File: config.mk
export PLATFORM = sky130hd
export DESIGN_NAME = half_life_sequencer
export DESIGN_NICKNAME = d
export VERILOG_FILES = /design/src/rtl/half_life_pkg.sv /design/src/rtl/half_life_sequencer.sv
export SDC_FILE = /design/constraint.sdc
export NUM_CORES = 1
export LEC_CHECK = 0
export CAP_MARGIN = 20
export CORE_UTILIZATION = 54
export CTS_CLUSTER_DIAMETER = 200
export DETAILED_ROUTE_END_ITERATION = 10
export PLACE_DENSITY = 0.88
export SLEW_MARGIN = 20
export SYNTH_ARGS = -nofsm -noshare
export SYNTH_HDL_FRONTEND = slang
export SYNTH_SLANG_ARGS = --single-unit
File: constraint.sdc
create_clock -name clk -period 2.1 [get_ports clk]
set_input_delay 0.42 -clock clk [delete_from_list [all_inputs] [get_ports clk]]
set_output_delay 0.42 -clock clk [all_outputs]
set_load 0.005 [all_outputs]
File: src/rtl/half_life_pkg.sv
// Shared types and default widths for the half-life timer sequencer.
package half_life_pkg;

  localparam int CNT_W_DEF = 4;
  localparam int PER_W_DEF = 4;
  localparam int HL_W_DEF  = 3;

  typedef enum logic [2:0] {
    IDLE,
    LOAD,
    WAIT,
    DECAY,
    DONE
  } state_e;

endpackage

File: src/rtl/half_life_sequencer.sv
// Half-life timer sequencer: loads the counter, then per expired period issues count-(count>>1) down pulses.
// All outputs registered (one cycle after the deciding input); no backpressure, ticks outside WAIT are dropped.
module half_life_sequencer
  import half_life_pkg::*;
#(
  parameter int CNT_W = CNT_W_DEF,
  parameter int PER_W = PER_W_DEF,
  parameter int HL_W  = HL_W_DEF
) (
  input  logic             clk,
  input  logic             rst_n,
  input  logic             start,
  input  logic             abort,
  input  logic [CNT_W-1:0] init_val,
  input  logic [PER_W-1:0] period,
  input  logic             tick,
  output logic             cnt_load,
  output logic [CNT_W-1:0] cnt_in,
  output logic             cnt_down,
  output logic [CNT_W-1:0] count,
  output logic [HL_W-1:0]  halvings,
  output logic             busy,
  output logic             done
);

  state_e           state_q;
  logic [CNT_W-1:0] cnt_in_q;
  logic [CNT_W-1:0] count_q;
  logic [CNT_W-1:0] count_d;
  logic [CNT_W-1:0] rem_q;
  logic [PER_W-1:0] per_q;
  logic [PER_W-1:0] tick_q;
  logic [HL_W-1:0]  halv_q;
  logic             cnt_load_q;
  logic             cnt_down_q;
  logic             busy_q;
  logic             done_q;

  // The shadow follows exactly what the counter does with our strobes, so an
  // abort on a pulse cycle still accounts for that last pulse.
  always_comb begin
    count_d = count_q;
    if (cnt_load_q) begin
      count_d = cnt_in_q;
    end else if (cnt_down_q) begin
      count_d = count_q - CNT_W'(1);
    end
  end

  always_ff @(posedge clk or negedge rst_n) begin
    if (!rst_n) begin
      state_q    <= IDLE;
      cnt_in_q   <= '0;
      count_q    <= '0;
      rem_q      <= '0;
      per_q      <= '0;
      tick_q     <= '0;
      halv_q     <= '0;
      cnt_load_q <= 1'b0;
      cnt_down_q <= 1'b0;
      busy_q     <= 1'b0;
      done_q     <= 1'b0;
    end else begin
      count_q <= count_d;
      if (abort && (state_q != IDLE)) begin
        state_q    <= IDLE;
        cnt_load_q <= 1'b0;
        cnt_down_q <= 1'b0;
        done_q     <= 1'b0;
        busy_q     <= 1'b0;
      end else begin
        case (state_q)
          IDLE: begin
            if (start && !abort) begin
              cnt_in_q   <= init_val;
              per_q      <= (period == '0) ? PER_W'(1) : period;
              tick_q     <= '0;
              cnt_load_q <= 1'b1;
              busy_q     <= 1'b1;
              state_q    <= LOAD;
            end
          end
          LOAD: begin
            cnt_load_q <= 1'b0;
            halv_q     <= '0;
            if (cnt_in_q == '0) begin
              done_q  <= 1'b1;
              state_q <= DONE;
            end else begin
              state_q <= WAIT;
            end
          end
          WAIT: begin
            if (tick) begin
              if ((tick_q + PER_W'(1)) == per_q) begin
                tick_q     <= '0;
                rem_q      <= count_q - (count_q >> 1);
                cnt_down_q <= 1'b1;
                state_q    <= DECAY;
              end else begin
                tick_q <= tick_q + PER_W'(1);
              end
            end
          end
          DECAY: begin
            rem_q <= rem_q - CNT_W'(1);
            if (rem_q == CNT_W'(1)) begin
              cnt_down_q <= 1'b0;
              if (halv_q != '1) begin
                halv_q <= halv_q + HL_W'(1);
              end
              // count_q is the pre-pulse value; 1 means this pulse empties the counter
              if (count_q == CNT_W'(1)) begin
                done_q  <= 1'b1;
                state_q <= DONE;
              end else begin
                state_q <= WAIT;
              end
            end
          end
          DONE: begin
            done_q  <= 1'b0;
            busy_q  <= 1'b0;
            state_q <= IDLE;
          end
          default: begin
            state_q <= IDLE;
          end
        endcase
      end
    end
  end

  assign cnt_load = cnt_load_q;
  assign cnt_in   = cnt_in_q;
  assign cnt_down = cnt_down_q;
  assign count    = count_q;
  assign halvings = halv_q;
  assign busy     = busy_q;
  assign done     = done_q;

endmodule

### Word-level counts from Yosys, hierarchy flattened

Index checks and enable logic that the tools add are counted.

* register bits after elaboration: 30
* bits of input ports: 13
* output and inout port bits: 15
* word-level logic and storage cells: 96

* add/sub/neg operators: 5
* equal/unequal tests: 19
* mux-type cells: 36
* bitwise operators: 1
* reductions and logical operators: 24

Operators with widths (count)
* 4-bit two-way mux: 8
* 3-bit two-way mux: 9
* 4-bit AND reduction: 6
* 3-bit inequality test, second input constant: 7
* 4-bit case mux with 2 select lines: 2
* 3-bit case mux with 4 select lines: 1
* 3-bit nonzero test: 4
* 1-bit two-way mux: 11
* 2-bit inequality test, second input constant: 5
* 4-bit by 1-bit equality test with 1-bit output, second input constant: 2
* 4-bit zero test: 2
* 2-bit nonzero test: 4
* 4-bit by 1-bit subtractor with 4-bit output, second input constant: 2
* 3-bit by 2-bit equality test with 1-bit output, second input constant: 2
* 1-bit case mux with 2 select lines: 3
* 3-bit case mux with 2 select lines: 1
* 4-bit by 1-bit adder with 4-bit output, second input constant: 1
* 4-bit equality test: 1
* 2-bit AND reduction: 2
* 4-bit nonzero test: 1
* 4-bit by 3-bit subtractor with 4-bit output: 1
* 3-bit by 1-bit adder with 3-bit output, second input constant: 1
* 3-bit by 1-bit equality test with 1-bit output, second input constant: 1
* 3-bit equality test, second input constant: 1
* 6 further kinds: 7

### Logic depth before layout (Yosys ltp)

Gate-level depths: netlist (run 1).

* depth in word-level cells: 6
* depth in mapped cells: 8
* depth with buffers taken out: 7

### Worst setup path after synthesis (run 1)

No wires, ideal clock.

* kind: register to register
* start: reg rem_q[1]
* end: reg halv_q[0] (netlist: halvings[0])
* library setup time: 0.125 ns
* data arrival time: 1.702 ns
* data required time: 1.975 ns
* setup slack: 0.273 ns
* stages on the path, launching flop included: 8
* buffers on the path: 1
* clock period less this slack: 1.827 ns
* path through: dfrtp_1 inv_1 ha_1 or3b_1 clkbuf_1 o21ai_0 and3_2 mux2_2

* cells in the longest elaborated chain, start to end: 3

Ends and longest elaborated chain
* from (decl): line half_life_sequencer.sv:30 `logic [CNT_W-1:0] rem_q;`
* from (signal assigned): line half_life_sequencer.sv:97 `rem_q <= count_q - (count_q >> 1);`
* from (signal assigned): line half_life_sequencer.sv:106 `rem_q <= rem_q - CNT_W'(1);`
* 4-bit by 1-bit equality test with 1-bit output: line half_life_sequencer.sv:107 `if (rem_q == CNT_W'(1)) begin`
* 2-bit inequality test (no line)
* 4-bit AND reduction (no line)
* to (signal assigned): line half_life_sequencer.sv:110 `halv_q <= halv_q + HL_W'(1);`
* to (decl): line half_life_sequencer.sv:33 `logic [HL_W-1:0] halv_q;`

Every way passes these cells.
A chain may end at the register's enable or synchronous reset.

### Worst setup path in the final report (run 1)

* start: reg tick_q[0]
* end: reg rem_q[0]

* cells in the longest elaborated chain, start to end: 4

Ends and longest elaborated chain
* from (decl): line half_life_sequencer.sv:32 `logic [PER_W-1:0] tick_q;`
* from (signal assigned): line half_life_sequencer.sv:101 `tick_q <= tick_q + PER_W'(1);`
* 4-bit by 1-bit adder with 4-bit output: line half_life_sequencer.sv:95 `if ((tick_q + PER_W'(1)) == per_q) begin`
* 4-bit equality test: line half_life_sequencer.sv:95
* 2-bit inequality test (no line)
* 4-bit AND reduction (no line)

Every way passes these cells.

==> reports/qor.txt, run 1 <==
chip width: 60.6 um
metal3 WL: 212 um
multiplexer area fraction after synthesis: 7.75%
WL met1: 1730 um
Required @ worst endpoint: 2.33 ns
largest family of logic cells by synthesized area: simple AND/OR/NAND/NOR gates
actual slew at the worst max-slew pin: 0.462 ns
leakage power: 1.01 nW
Area contributors post-synth: dfrtp_1, ha_1, mux2_2, o21ai_0, nand2_1
Max-Cap Viols: 0
highest routed layer: met4
Synth cell types: 43
final net count: 247
GR Overflow Total: 0
Num CTS Buffers: 5
row count: 20
Internal Pwr Total: 1.77 mW
top fanout value on the critical path: 5
nature of the critical path endpoint: flop
Synth top area share: 40.5%
Psw: 1.18 mW
drt drc: 0
EDFF count, synth: 0
min Tclk post-route: 1.93 ns
post_cts resized: 0
count leader, synth: dfrtp_1
syn_nets: 213
Vias: 1469
drt first pass iters: 4
Slowest cell on crit path: dfrtp_1
CTS tree: yes
P&R area growth vs syn: 21.6%
Worst-path clk slew: 0.09 ns
first-pass GRT wire length: 6200 um
Switching Share: 40.1%
yosys warns: 0
register area share after synthesis: 40.5%
Post-synth ARST share: 100%
Reg2Reg Depth: 6
final setup vio count: 0
final number of hold-violating endpoints: 0
setup ws final: 0.174 ns
Starting Density: 58.8%
HPWL after DPL: 2890 um
largest net degree at the start of global routing: 31
mean area per synthesized cell: 9.98 um^2
gp weighted congestion: 0.859
crit path DAT: 2.15 ns
Slew Limit Fails: 0
Syn Inst Count: 186
Placed Cells: 257
final cell count without fillers: 265
Hold Buf Count CTS: 0
WL final: 3820 um
# IOs: 28
H-tree levels: 2
post-CTS setup buffers: 0
initial antenna violation count: 0
Clock Latency Late Sink: 0.33 ns
total track usage: 24.2%
clk sinks: 30
simple-gate portion of the synthesized area: 16.6%
CTS Buffer Depth: 2
Clock power frac: 12.1%
status: finished clean
Die Y: 60.6 um
DRT iter0 DRCs: 51
xor and xnor area share after synthesis: 6.41%
die area: 3670 um^2
vias in the first global route: 1377
Clk Tree Root Cell: clkbuf_4
vias per cell: 5.54
ant diodes: 0
DP Worst Slack: 0.0951 ns
Worst setup SP type: flop
DRT antenna net count: 0
Max transition margin: 69.2%
post-route cell area: 2260 um^2
clk_skew: 0.00762 ns
Synth Area in Adders: 9.84%
synth cell count leaders: dfrtp_1, o21ai_0, nand2_1
combinational share of power: 51.0%
Hold Path Class: input pin to asynchronous set/reset pin
Final Power: 2.95 mW
cell taking the most area after synthesis: dfrtp_1
PortBufs: 27
final worst path period share: 91.7%
Total Negative Setup Slacks: 0 ns
Synth Register Bits: 30
slowest stage delay, CP: 0.45 ns
Post-Synthesis Cell Area: 1860 um^2
Avg WL per Cell: 14.4 um
Pwr Density: 1310 nW/um^2
Synth Flop Type: dfrtp_1
maximum VDD drop: 0.787 mV
Area after DPL: 2200 um^2
Core Footprint: 3150 um^2
Max Clock Freq: 519 MHz
Compound-Gate Fraction of Synth Area: 15.8%
WL met2: 1800 um
R2R setup slack: 0.17 ns
critical path class: flop to flop
share of cells above drive strength 1: 14.5%
worst path cell trace: ha_1 -> xnor2_1 -> and2_1 -> a41oi_2 -> o31ai_1 -> a221o_1
sequential share of power: 36.9%
RSZ-0062 raised after global routing: no
==> layout by cell type, fill, tap and decap left out, drive strengths merged, types with 2 or more instances in the layout <==
cell type      netlist  routed
o21ai               22      22
a41o                 2       2
a21o                 2       2
clkbuf               3       7
ha                  13      13
a21oi                6       6
o31ai                3       3
or4                  2       2
dfrtp               30      30
buf                  2       5
mux2                11      11
nor2                 9       9
nor3                 6       6
nand2b               4       4
nor2b                6       6
nor3b                2       2
mux2i                2       2
nand3                4       4
inv                 10      10
xor2                 2       2
o21bai               2       2
nand2               19      19
clkdlybuf4s50        0      27
xnor2                8       8
==> sequential cells by signal, summed over array words and instances (netlist names) <==
register and flops:
cnt_in 4, count 4, per_q 4, rem_q 4
tick_q 4, halvings 3, state_q 3, busy 1
cnt_down 1, cnt_load 1, done 1
==> power groups by stage <==
stage               combinational (mW)  sequential, mW  clock (mW)
floorplan                         1.03           0.999           0
global route                      1.67            1.13       0.391
finish                            1.50            1.09       0.358
global placement                  1.44            1.09           0
detailed placement                1.49            1.10           0
CTS                               1.51            1.09       0.373
==> final timing paths <==
path                                        from                     end
min                                        rst_n    count[2]$_DFFE_PN0P_
min in group clk            per_q[0]$_DFFE_PN0P_    per_q[0]$_DFFE_PN0P_
min reg2reg                 per_q[0]$_DFFE_PN0P_    per_q[0]$_DFFE_PN0P_
max                        tick_q[0]$_DFFE_PN0P_    rem_q[0]$_DFFE_PN0P_
max in group asynchronous                  rst_n  state_q[1]$_DFFE_PN0P_
max reg2reg                tick_q[0]$_DFFE_PN0P_    rem_q[0]$_DFFE_PN0P_
==> per-layer routing <==
metal	vias to the layer above	global-route usage, %
met2	48	37.2
met4	0	11.4
met5	-	0
met1	688	31.6
li1	725	-
met3	8	7.25
==> worst max-delay path, delay by kind of cell, from the launching register on <==
kind | cells | cell delay [ns]
AO/OA/AOI/OAI | 3 | 0.69
flip-flops | 1 | 0.45
adder cells (fa/ha/maj) | 1 | 0.36
XOR/XNOR | 1 | 0.16
AND/OR/NAND/NOR | 1 | 0.18
==> layout make-up <==
class / count / area (um^2)
well taps: 44 / 55.1
clock buffers: 7 / 55.1
repair buffers: 32 / 308
clock inverters: 1 / 5.00
multi-input cells: 141 / 1050
inverters: 10 / 37.5
fillers: 241 / 896
flip-flops and latches: 30 / 751
==> through the flow <==
stage | utilization (%) | hold WS (ns)
detailed placement | 69.7 | 0.496
floorplan | - | 0.124
global route | 71.6 | 0.501
global placement | 69.7 | 0.482
finish | 71.6 | 0.479
CTS | 71.6 | 0.482
==> logic make-up (layout without fill, tap and decap cells) <==
logic type / Yosys count / after routing
AOI/OAI and AO/OA: 45 / 45
DFF: 30 / 30
and+or+nand+nor: 58 / 58
adders and majority gates: 14 / 14
buffers and inverters: 15 / 50
xor gates and xnor gates: 11 / 11
muxes: 13 / 13
Note: power is estimated with default switching activity, not from simulation.
==> run 2, diff against run 1 <==
- CORE_UTILIZATION: 54 -> 58
- PLACE_DENSITY: 0.88 -> 0.93
- clock period: 2.1 -> 2.4 ns (I/O delays scaled with it)
==> run 2 against run 1 <==
Compared with the run above: total power decreased by 11%; register-to-register slack improved by 0.23 ns; via count decreased by 1.4%; sequential share of layout area increased by 0.055 points; clock power increased by 5%; wire length decreased by 0.94%; largest cell class unchanged.
==> reports/qor.txt, run 2 (synthesis gave the netlist of run 1 again) <==
slowest stage delay, CP: 0.45 ns
final cell count without fillers: 262
Required @ worst endpoint: 2.68 ns
first-pass GRT wire length: 6550 um
largest net degree at the start of global routing: 31
Crit path max-delay family: compound AO/OA/AOI/OAI gates
top fanout value on the critical path: 5
Bufs and invs on worst path: 0
status: finished clean
most frequent cells in the layout: dfrtp_1, clkdlybuf4s50_1, o21ai_0
Die Y: 58.6 um
crit path to: rem_q[0]$_DFFE_PN0P_
row count: 20
total track usage: 25.9%
Internal Pwr Total: 1.59 mW
critical path class: flop to flop
Max transition margin: 67.8%
WL final: 3790 um
drt drc: 0
DRT iter0 DRCs: 51
Psw: 1.04 mW
min Tclk post-route: 1.99 ns
Filler Cells Inserted: 250
worst hold slack: 0.526 ns
actual slew at the worst max-slew pin: 0.483 ns
final number of hold-violating endpoints: 0
R2R setup slack: 0.41 ns
post-CTS setup buffers: 0
Core Footprint: 3050 um^2
clk_skew: 0.00232 ns
Finished Core Util: 73.8%
final worst path period share: 83.0%
clk sinks: 30
CP Depth: 6
drt first pass iters: 4
DRT antenna net count: 0
Hold Buf Count CTS: 0
sequential share of power: 36.4%
nature of the critical path endpoint: flop
Worst R2R End: rem_q[0]$_DFFE_PN0P_
Clock power frac: 14.3%
chip width: 58.6 um
Storage cell area: 751 um^2
Num CTS Buffers: 5
worst path cell trace: ha_1 -> xnor2_1 -> and2_1 -> a41oi_2 -> o31ai_1 -> a221o_1
Clk Tree Root Cell: clkbuf_4
share of cells above drive strength 1: 13.8%
Critical Path Source: tick_q[0]$_DFFE_PN0P_
initial antenna violation count: 0
maximum VDD drop: 0.755 mV
GR Overflow Total: 0
Avg WL per Cell: 14.5 um
P&R area growth vs syn: 21.4%
Slew Limit Fails: 0
Vias: 1449
die area: 3430 um^2
area of the multi-input gates: 1050 um^2
CTS Buffer Depth: 2
H-tree levels: 2
leakage power: 1.01 nW
PortBufs: 27
Placed Cells: 254
Switching Share: 39.5%
combinational share of power: 49.3%
final net count: 244
Max-Cap Viols: 0
CTS tree: yes
Max Clock Freq: 502 MHz
RSZ-0062 raised after global routing: no
vias per cell: 5.53
gp weighted congestion: 0.874
Worst setup SP type: flop
Pwr Density: 1160 nW/um^2
Total Negative Setup Slacks: 0 ns
HPWL after DPL: 2760 um
Worst-path clk slew: 0.09 ns
vias in the first global route: 1467
ant diodes: 0
final setup vio count: 0
most common cell after layout, fill and taps aside: dfrtp_1
# IOs: 28
post_cts resized: 0
Hold Path Class: input pin to asynchronous set/reset pin
crit path DAT: 2.27 ns
Slowest cell on crit path: dfrtp_1
Clock Latency Late Sink: 0.34 ns
Starting Density: 60.8%
Reg2Reg Depth: 6
Final Power: 2.62 mW
Reg2Reg Launch Point: tick_q[0]$_DFFE_PN0P_
[run 2: cell types whose count changed in the layout (fill, tap and decap cells not counted)]
cell,previous run,this run
buf_4,5,2
clkbuf_1,1,0
clkbuf_8,1,3
clkinv_2,1,0
[run 2: stage by stage]
stage | setup slack (ns) | instance area, um^2
floorplan | 0.573 | 1860
global placement | 0.320 | 2170
detailed placement | 0.282 | 2170
CTS | 0.418 | 2250
global route | 0.294 | 2250
finish | 0.408 | 2250
[run 2: worst register-to-register path: stages (launching register included)]
cell and delay (ns):
dfrtp_1 0.45, ha_1 0.35, xnor2_1 0.21, and2_1 0.22
a41oi_2 0.20, o31ai_1 0.30, a221o_1 0.20
[run 2: power by group through the flow]
stage / Sequential (mW) / Clock, mW / Combinational [mW]
after floorplan: 0.874 / 0 / 0.901
after global placement: 0.951 / 0 / 1.22
after detailed placement: 0.960 / 0 / 1.27
after CTS: 0.953 / 0.377 / 1.30
after global routing: 0.988 / 0.401 / 1.45
final: 0.955 / 0.376 / 1.29
[run 2: cell type report]
cell class,instances,area share [%]
multi-input combinational,141,46.4
inverter,10,1.67
sequential,30,33.3
clock buffer,8,3.50
timing repair buffer,29,12.7
tap,44,2.44
[run 2: worst min path at each step]
stage / to / depth (start not counted)
finish: tick_q[3]$_DFFE_PN0P_ / 2
global placement: per_q[0]$_DFFE_PN0P_ / 2
CTS: per_q[3]$_DFFE_PN0P_ / 2
floorplan: busy$_DFFE_PN0P_ / 0
global route: count[0]$_DFFE_PN0P_ / 2
detailed placement: per_q[0]$_DFFE_PN0P_ / 2
[run 2: per-layer routing]
layer,GRT usage [%],routed length (um)
met5,0,0
met4,13.6,97
met3,5.27,140
met2,41.2,1840
met1,33.4,1710
